[config.mk]
export PLATFORM = sky130hd
export DESIGN_NAME = sram_like_arbiter
export DESIGN_NICKNAME = d
export VERILOG_FILES = /design/src/rtl/sram_like_arbiter.sv
export SDC_FILE = /design/constraint.sdc
export NUM_CORES = 1
export LEC_CHECK = 0
export BUFFER_PORTS_ARGS = -buffer_cell sky130_fd_sc_hd__buf_2
export CAP_MARGIN = 10
export CORE_AREA = 5 5 121 123
export CTS_CLUSTER_DIAMETER = 60
export CTS_CLUSTER_SIZE = 20
export DETAILED_ROUTE_END_ITERATION = 7
export DIE_AREA = 0 0 126 128
export GPL_TIMING_DRIVEN = 0
export PLACE_DENSITY = 0.59
export SETUP_SLACK_MARGIN = 0.5
export SLEW_MARGIN = 20
export SYNTH_ARGS = -nofsm -noshare
export SYNTH_HDL_FRONTEND = slang
export SYNTH_SLANG_ARGS = --single-unit
[constraint.sdc]
create_clock -name clk -period 1.45 [get_ports clk]
set_clock_uncertainty 0.1 [all_clocks]
set_input_delay 0.29 -clock clk [delete_from_list [all_inputs] [get_ports clk]]
set_output_delay 0.29 -clock clk [all_outputs]
set_load 0.005 [all_outputs]
[src/rtl/sram_like_arbiter.sv]
// sram_like_arbiter: shares one SRAM-like memory port between the fetch
// and load/store requesters, one transaction at a time.
// Ports: clk, resetn (async, active-low); inst_* / data_* request and
// response channels; mem_* downstream port; arb_busy while not idle.
// Data requests win ties unless fetch has waited STARVE_LIMIT data grants.
module sram_like_arbiter #(
  parameter int STARVE_LIMIT = 4
) (
  input  logic        clk,
  input  logic        resetn,
  input  logic        inst_req,
  input  logic        inst_wr,
  input  logic [1:0]  inst_size,
  input  logic [31:0] inst_addr,
  input  logic [3:0]  inst_wstrb,
  input  logic [31:0] inst_wdata,
  output logic        inst_addr_ok,
  output logic        inst_data_ok,
  output logic [31:0] inst_rdata,
  input  logic        data_req,
  input  logic        data_wr,
  input  logic [1:0]  data_size,
  input  logic [31:0] data_addr,
  input  logic [3:0]  data_wstrb,
  input  logic [31:0] data_wdata,
  output logic        data_addr_ok,
  output logic        data_data_ok,
  output logic [31:0] data_rdata,
  output logic        mem_req,
  output logic        mem_wr,
  output logic [1:0]  mem_size,
  output logic [31:0] mem_addr,
  output logic [3:0]  mem_wstrb,
  output logic [31:0] mem_wdata,
  input  logic        mem_addr_ok,
  input  logic        mem_data_ok,
  input  logic [31:0] mem_rdata,
  output logic        arb_busy
);

  typedef enum logic [1:0] {
    IDLE = 2'd0,
    REQ  = 2'd1,
    WAIT = 2'd2
  } state_e;

  localparam logic [3:0] LIM = 4'(STARVE_LIMIT);

  state_e     state_q, state_d;
  logic       owner_q, owner_d;
  logic [3:0] starve_q, starve_d;
  logic       grant_data;

  always_ff @(posedge clk or negedge resetn) begin
    if (!resetn) begin
      state_q  <= IDLE;
      owner_q  <= 1'b0;
      starve_q <= 4'd0;
    end else begin
      state_q  <= state_d;
      owner_q  <= owner_d;
      starve_q <= starve_d;
    end
  end

  // Fetch only wins a tie once it has been passed over LIM times.
  assign grant_data = data_req && !(inst_req && starve_q == LIM);

  always_comb begin
    state_d  = state_q;
    owner_d  = owner_q;
    starve_d = starve_q;
    unique case (state_q)
      IDLE: begin
        if (inst_req || data_req) begin
          state_d = REQ;
          owner_d = grant_data;
          if (!grant_data) begin
            starve_d = 4'd0;
          end else if (inst_req && starve_q != LIM) begin
            starve_d = starve_q + 4'd1;
          end
        end
      end
      REQ: begin
        if (mem_addr_ok) begin
          state_d = WAIT;
        end
      end
      WAIT: begin
        if (mem_data_ok) begin
          state_d = IDLE;
        end
      end
      default: state_d = IDLE;
    endcase
  end

  logic in_req;
  logic in_wait;

  always_comb begin
    in_req       = (state_q == REQ);
    in_wait      = (state_q == WAIT);
    mem_req      = in_req;
    mem_wr       = 1'b0;
    mem_size     = 2'd0;
    mem_addr     = 32'd0;
    mem_wstrb    = 4'd0;
    mem_wdata    = 32'd0;
    if (in_req) begin
      if (owner_q) begin
        mem_wr    = data_wr;
        mem_size  = data_size;
        mem_addr  = data_addr;
        mem_wstrb = data_wstrb;
        mem_wdata = data_wdata;
      end else begin
        mem_wr    = inst_wr;
        mem_size  = inst_size;
        mem_addr  = inst_addr;
        mem_wstrb = inst_wstrb;
        mem_wdata = inst_wdata;
      end
    end
    inst_addr_ok = in_req  && !owner_q && mem_addr_ok;
    data_addr_ok = in_req  &&  owner_q && mem_addr_ok;
    inst_data_ok = in_wait && !owner_q && mem_data_ok;
    data_data_ok = in_wait &&  owner_q && mem_data_ok;
    inst_rdata   = mem_rdata;
    data_rdata   = mem_rdata;
    arb_busy     = (state_q != IDLE);
  end

endmodule

==> results of run 1 <==
==> layer usage <==
metal	track usage, %	wire length (um)	vias up
li1	-	-	1455
met1	14.69	4355	1239
met2	20.41	5398	204
met3	3.250	1193	6
met4	1.388	58	0
met5	0	0	-
==> flip-flops by register name, summed over array words and instances (netlist names) <==
name / cells
owner_q: 1
state_q: 2
starve_q: 4
==> logic make-up after synthesis <==
group | share of synthesized area [%]
buf+inv | 30.88
simple gates | 19.95
compound gates | 2.414
fa+ha+maj | 1.270
mux | 36.59
flops | 8.895
==> final timing paths <==
kind	start	to	slack (ps)
setup / recovery	state_q[1]	mem_addr[25]	-370
max in group asynchronous	resetn	state_q[1]	740
min in group asynchronous	resetn	starve_q[0]	330
setup reg to reg	state_q[1]	starve_q[2]	-70
hold reg to reg	starve_q[3]	starve_q[3]	450
hold / removal	mem_data_ok	state_q[1]	160
==> timing repair <==
item / 4_1_cts / 5_1_grt
pin swaps: 4 / 14
setup endpoints to repair: 84 / 84
resized for setup: 71 / 28
buffers inserted: 8 / 5
hold buffers: 1 / 0
hold endpoints to repair: 7 / 0
cloned: 3 / 4
==> cell usage after synthesis (all sizes together) (2+ instances only) <==
cell	count	area share, %
buf	81	30
nor2	73	14
mux2i	72	37
dfrtp	7	8.9
nand2	7	1.3
o21ai	5	1.3
inv	4	0.76
ha	2	1.3
nand2b	2	0.64
nor3b	2	0.76
==> metrics by stage <==
step	TNS [ps]	total power [mW]	area (um2)	std cells	util, %
after floorplan	0	3.314	2123	267	-
after global placement	-10910	5.083	3790	735	27.95
after detailed placement	-11690	5.105	3790	735	27.95
after CTS	-24010	6.933	4300	751	31.72
after global routing	-29080	8.011	4548	760	33.55
final	-22880	7.466	4548	760	33.55
==> report_power, final <==
group	internal, mW	switching, mW	total (mW)
Clock	0.365	0.0991	0.465
Sequential	0.294	0.0919	0.386
Combinational	3.70	2.92	6.62
==> worst register-to-register path, cell delays in order (launching register included) <==
cell and delay (ps):
dfrtp_2 400, buf_6 110, buf_6 120, buf_6 110, or3b_4 400, nand2_2 70
o311ai_1 90
==> layout make-up <==
type,count,area (um2)
Buffer,81,733.2
Clock buffer,4,78.83
Fill cell,1439,9010
Inverter,4,27.53
Multi-Input combinational cell,175,1504
Sequential cell,7,177.7
Tap cell,180,225.2
Timing Repair Buffer,309,1802
==> results.toml, run 1 <==
[layout]
syn_to_final_growth_pct = 130.9
nets = 763
final_cell_mix = "284 x buf_2, 68 x buf_4, 50 x mux2i_1, 50 x nor2_1, 20 x buf_6"
antenna_cells = 0
final_common_cell = "buf_2"
drive_gt1_share_pct = 78.28

[yosys]
postSynthCellCount = 267
syn_avg_cell_area_um2 = 7.376
seq_area_frac_synth_pct = 8.895
synth-async-reset-ratio_pct = 100.0
ys.flop_type = "dfrtp_1"
synth-edff-count = 0
yosys_warnings = 0
synth_area_um2 = 1969
yosysUniqueCellTypes = 25
syn_nets = 449
synth_seq_cells = 7

[critical_path]
worstSetupStartpointType = "register"
crit_type = "register to output port"
cp.depth = 5
critPathCaptureType = "output port"
path_max_fanout = 10
cp_data_required_time_ps = 1060
cp_cell_sequence = "nand2b_4 -> buf_12 -> buf_4 -> nor2_1 -> buf_2"
crit_family = "buffers and inverters"
r2r_cells = 6
crit_path_top_delay_cell = "dfrtp_2"
crit_path_max_incr_delay_ps = 400
path_buf_inv = 3
crit_arrival_ps = 1430

[clock_network]
cts.sinks = 7
numCtsBuffers = 3
cts_root_buffer = "clkbuf_16"
path_clk_slew_ps = 40
clk_path_buf_depth = 2
htree_levels = 1
cts_tree = "yes"
insertion_delay_ps = 230

[sta]
period_needed_ps = 1825
tightest_slew_ps = 254.4
fin_ws_ps = -374.5
rsz0062_at_grt = "yes"
holdWs_ps = 156.9
slew_headroom_pct = 82.80
drv_slew = 0
hold_viol = 0
finalSetupViolCount = 80
period_share_pct = 125.8
fmax_mhz = 548.1

[floorplan]
fp.dieH_um = 128
core_area_um2 = 13560
initial_core_util_pct = 14.53
rows = 43
io_pins = 321
die_x_um = 126
dieArea_um2 = 16130

[grt]
grt_overflow = 0
grt_max_degree = 11
track_usage_pct = 11.64
grt_pass1_vias = 2948
antenna_found_initial = 0
grt_pass1_wl_mm = 15.30

[placed_design]
place_hpwl_mm = 8.898
place.gp.congestion = 0.7579
io_buffer_count = 288
dp_slack_ps = -232.5

[run_status]
violations = "negative setup slack"
outcome = "complete, but fails checks"

[flow_run]
drv_cap = 0

[power_and_ir_drop]
power_density_nw_per_um2 = 1642
p_leak_nw = 2.560
ir_drop_mv = 0.6362

[routing]
drt_iter0_markers = 38
vias_per_cell = 3.821
drt_wl_total_mm = 11.01
drt_pass1_iterations = 4
drc = 0
wl_per_cell_um = 14.48
drtAntennaViolNets = 0
vias = 2904

[hold_path]
holdPathStages = 2
hold_path.class = "input pin to register"
Note: power is estimated with default switching activity, not from simulation.
==> inputs of run 2 (changes only) <==
==> constraint.sdc (replaced) <==
create_clock -name clk -period 1.45 [get_ports clk]
set_clock_uncertainty 0.1 [all_clocks]
set_input_delay 0.2175 -clock clk [delete_from_list [all_inputs] [get_ports clk]]
set_output_delay 0.2175 -clock clk [all_outputs]
set_load 0.005 [all_outputs]
==> results.toml, run 2 (synthesized netlist as in run 1, its figures left out) <==
[power_and_ir_drop]
power_switching_mw = 3.112
p_clk_share_pct = 6.2
pwr-share-comb_pct = 88.7
p_seq_share_pct = 5.1
ir_drop_mv = 0.6083
power_density_nw_per_um2 = 1646
power_mw = 7.511
internal_power_mw = 4.399
p_sw_share_pct = 41.43
p_leak_nw = 2.571

[layout]
final_cell_mix = "284 x buf_2, 69 x buf_4, 50 x mux2i_1, 50 x nor2_1, 21 x buf_6"
largestRegisters = "starve_q x4, state_q x2, owner_q x1"
largest_reg_flops = 4
multi_input_area_um2 = 1499
fin_area_um2 = 4562
fillers = 1437
layout.cells.non_filler = 762
final-seq-area_um2 = 177.7
utilization_pct = 33.65
syn_to_final_growth_pct = 131.6
drive_gt1_share_pct = 78.01
nets = 765
final_common_cell = "buf_2"
largest_register = "starve_q"
antenna_cells = 0

[critical_path]
crit_arrival_ps = 1440
cp_cell_sequence = "nand2b_4 -> buf_12 -> buf_4 -> nor2_1 -> buf_2"
crit_path_max_incr_delay_ps = 400
reg2reg_slack_ps = 0
reg2reg_to = "starve_q[2]"
crit_type = "register to output port"
path_max_fanout = 10
cp_data_required_time_ps = 1130
critPathCaptureType = "output port"
rr_startpoint = "state_q[0]"
worstSetupStartpointType = "register"
r2r_cells = 5
crit_path_top_delay_cell = "dfrtp_2"

[floorplan]
dieArea_um2 = 16130
die_x_um = 126
io_pins = 321
rows = 43
core_area_um2 = 13560
initial_core_util_pct = 14.53
fp.dieH_um = 128

[placed_design]
place_hpwl_mm = 8.898
place.gp.congestion = 0.7579
dpl_cell_area_um2 = 3790
post-place-cells = 735
io_buffer_count = 288
dp_slack_ps = -160.0

[grt]
grt_pass1_vias = 2946
grt_max_degree = 11
antenna_found_initial = 0
grt_pass1_wl_mm = 15.30
grt_overflow = 0
track_usage_pct = 11.64

[routing]
drt_wl_total_mm = 11.02
vias = 2911
drc = 0
drt_pass1_iterations = 4
vias_per_cell = 3.820
wl_per_cell_um = 14.46
drtAntennaViolNets = 0
drt_iter0_markers = 49

[sta]
period_needed_ps = 1754
fmax_mhz = 570.1
fin_ws_ps = -303.9
hold_viol = 0
period_share_pct = 121.0
finalSetupViolCount = 78
holdWs_ps = 84.30
drv_slew = 0
slew_headroom_pct = 82.85
final.setup.tns_ps = -17200
tightest_slew_ps = 253.7
rsz0062_at_grt = "yes"

[clock_network]
cts_root_buffer = "clkbuf_16"
clk_path_buf_depth = 2
numCtsBuffers = 3
insertion_delay_ps = 230
htree_levels = 1
cts.sinks = 7
cts_tree = "yes"
path_clk_slew_ps = 40

[hold_path]
holdPathEnd = "state_q[1]"
worstHoldStart = "mem_data_ok"
holdPathStages = 2
hold_path.class = "input pin to register"

[flow_run]
drv_cap = 0

[run_status]
violations = "negative setup slack"
outcome = "complete, but fails checks"
==> run 2: cell types whose count changed in the layout (fill, tap and decap cells not counted), sizes merged <==
cell and change:
buf +2
==> run 2: worst max-delay path: cells and delay by family, from the launching register on <==
family / cells / cell delay, ps
and+or+nand+nor: 2 / 330
buffers and inverters: 3 / 480
DFF: 1 / 400
==> run 2: what timing repair did <==
action,in CTS,in global routing
setup endpoints to repair,84,84
cloned,3,4
hold endpoints to repair,7,0
hold buffers,1,0
gates resized for setup,71,27
pin swaps,4,11
setup buffers,8,7
==> run 2: power groups by stage <==
stage,combinational [mW],sequential [mW],clock (mW)
global placement,4.68,0.404,0
detailed placement,4.70,0.405,0
CTS,6.08,0.375,0.475
finish,6.66,0.382,0.465
floorplan,2.94,0.376,0
global route,7.17,0.396,0.489
==> run 2: routing by layer <==
layer	GRT usage (%)	wire (um)
met5	0	0
met4	1.388	58
met3	3.250	1193
met2	20.41	5411
met1	14.69	4359
==> run 2: cell type report <==
cell class              instances  area share (%)
multi-input cells             175           32.86
well taps                     180           4.937
flip-flops and latches          7           3.895
clock buffers                   4           1.728
inverters                       4          0.6034
plain buffers                  81           16.07
repair buffers                311           39.91
==> run 2: worst max path at each step <==
stage	from	to	depth (start not counted)	slack, ps
3_3_place_gp	owner_q	mem_wdata[7]	6	-170
6_report	state_q[1]	mem_addr[25]	5	-300
2_1_floorplan	owner_q	mem_wdata[10]	5	160
5_1_grt	owner_q	mem_addr[28]	6	-340
3_5_place_dp	owner_q	mem_wdata[7]	6	-160
4_1_cts	owner_q	mem_addr[27]	6	-290
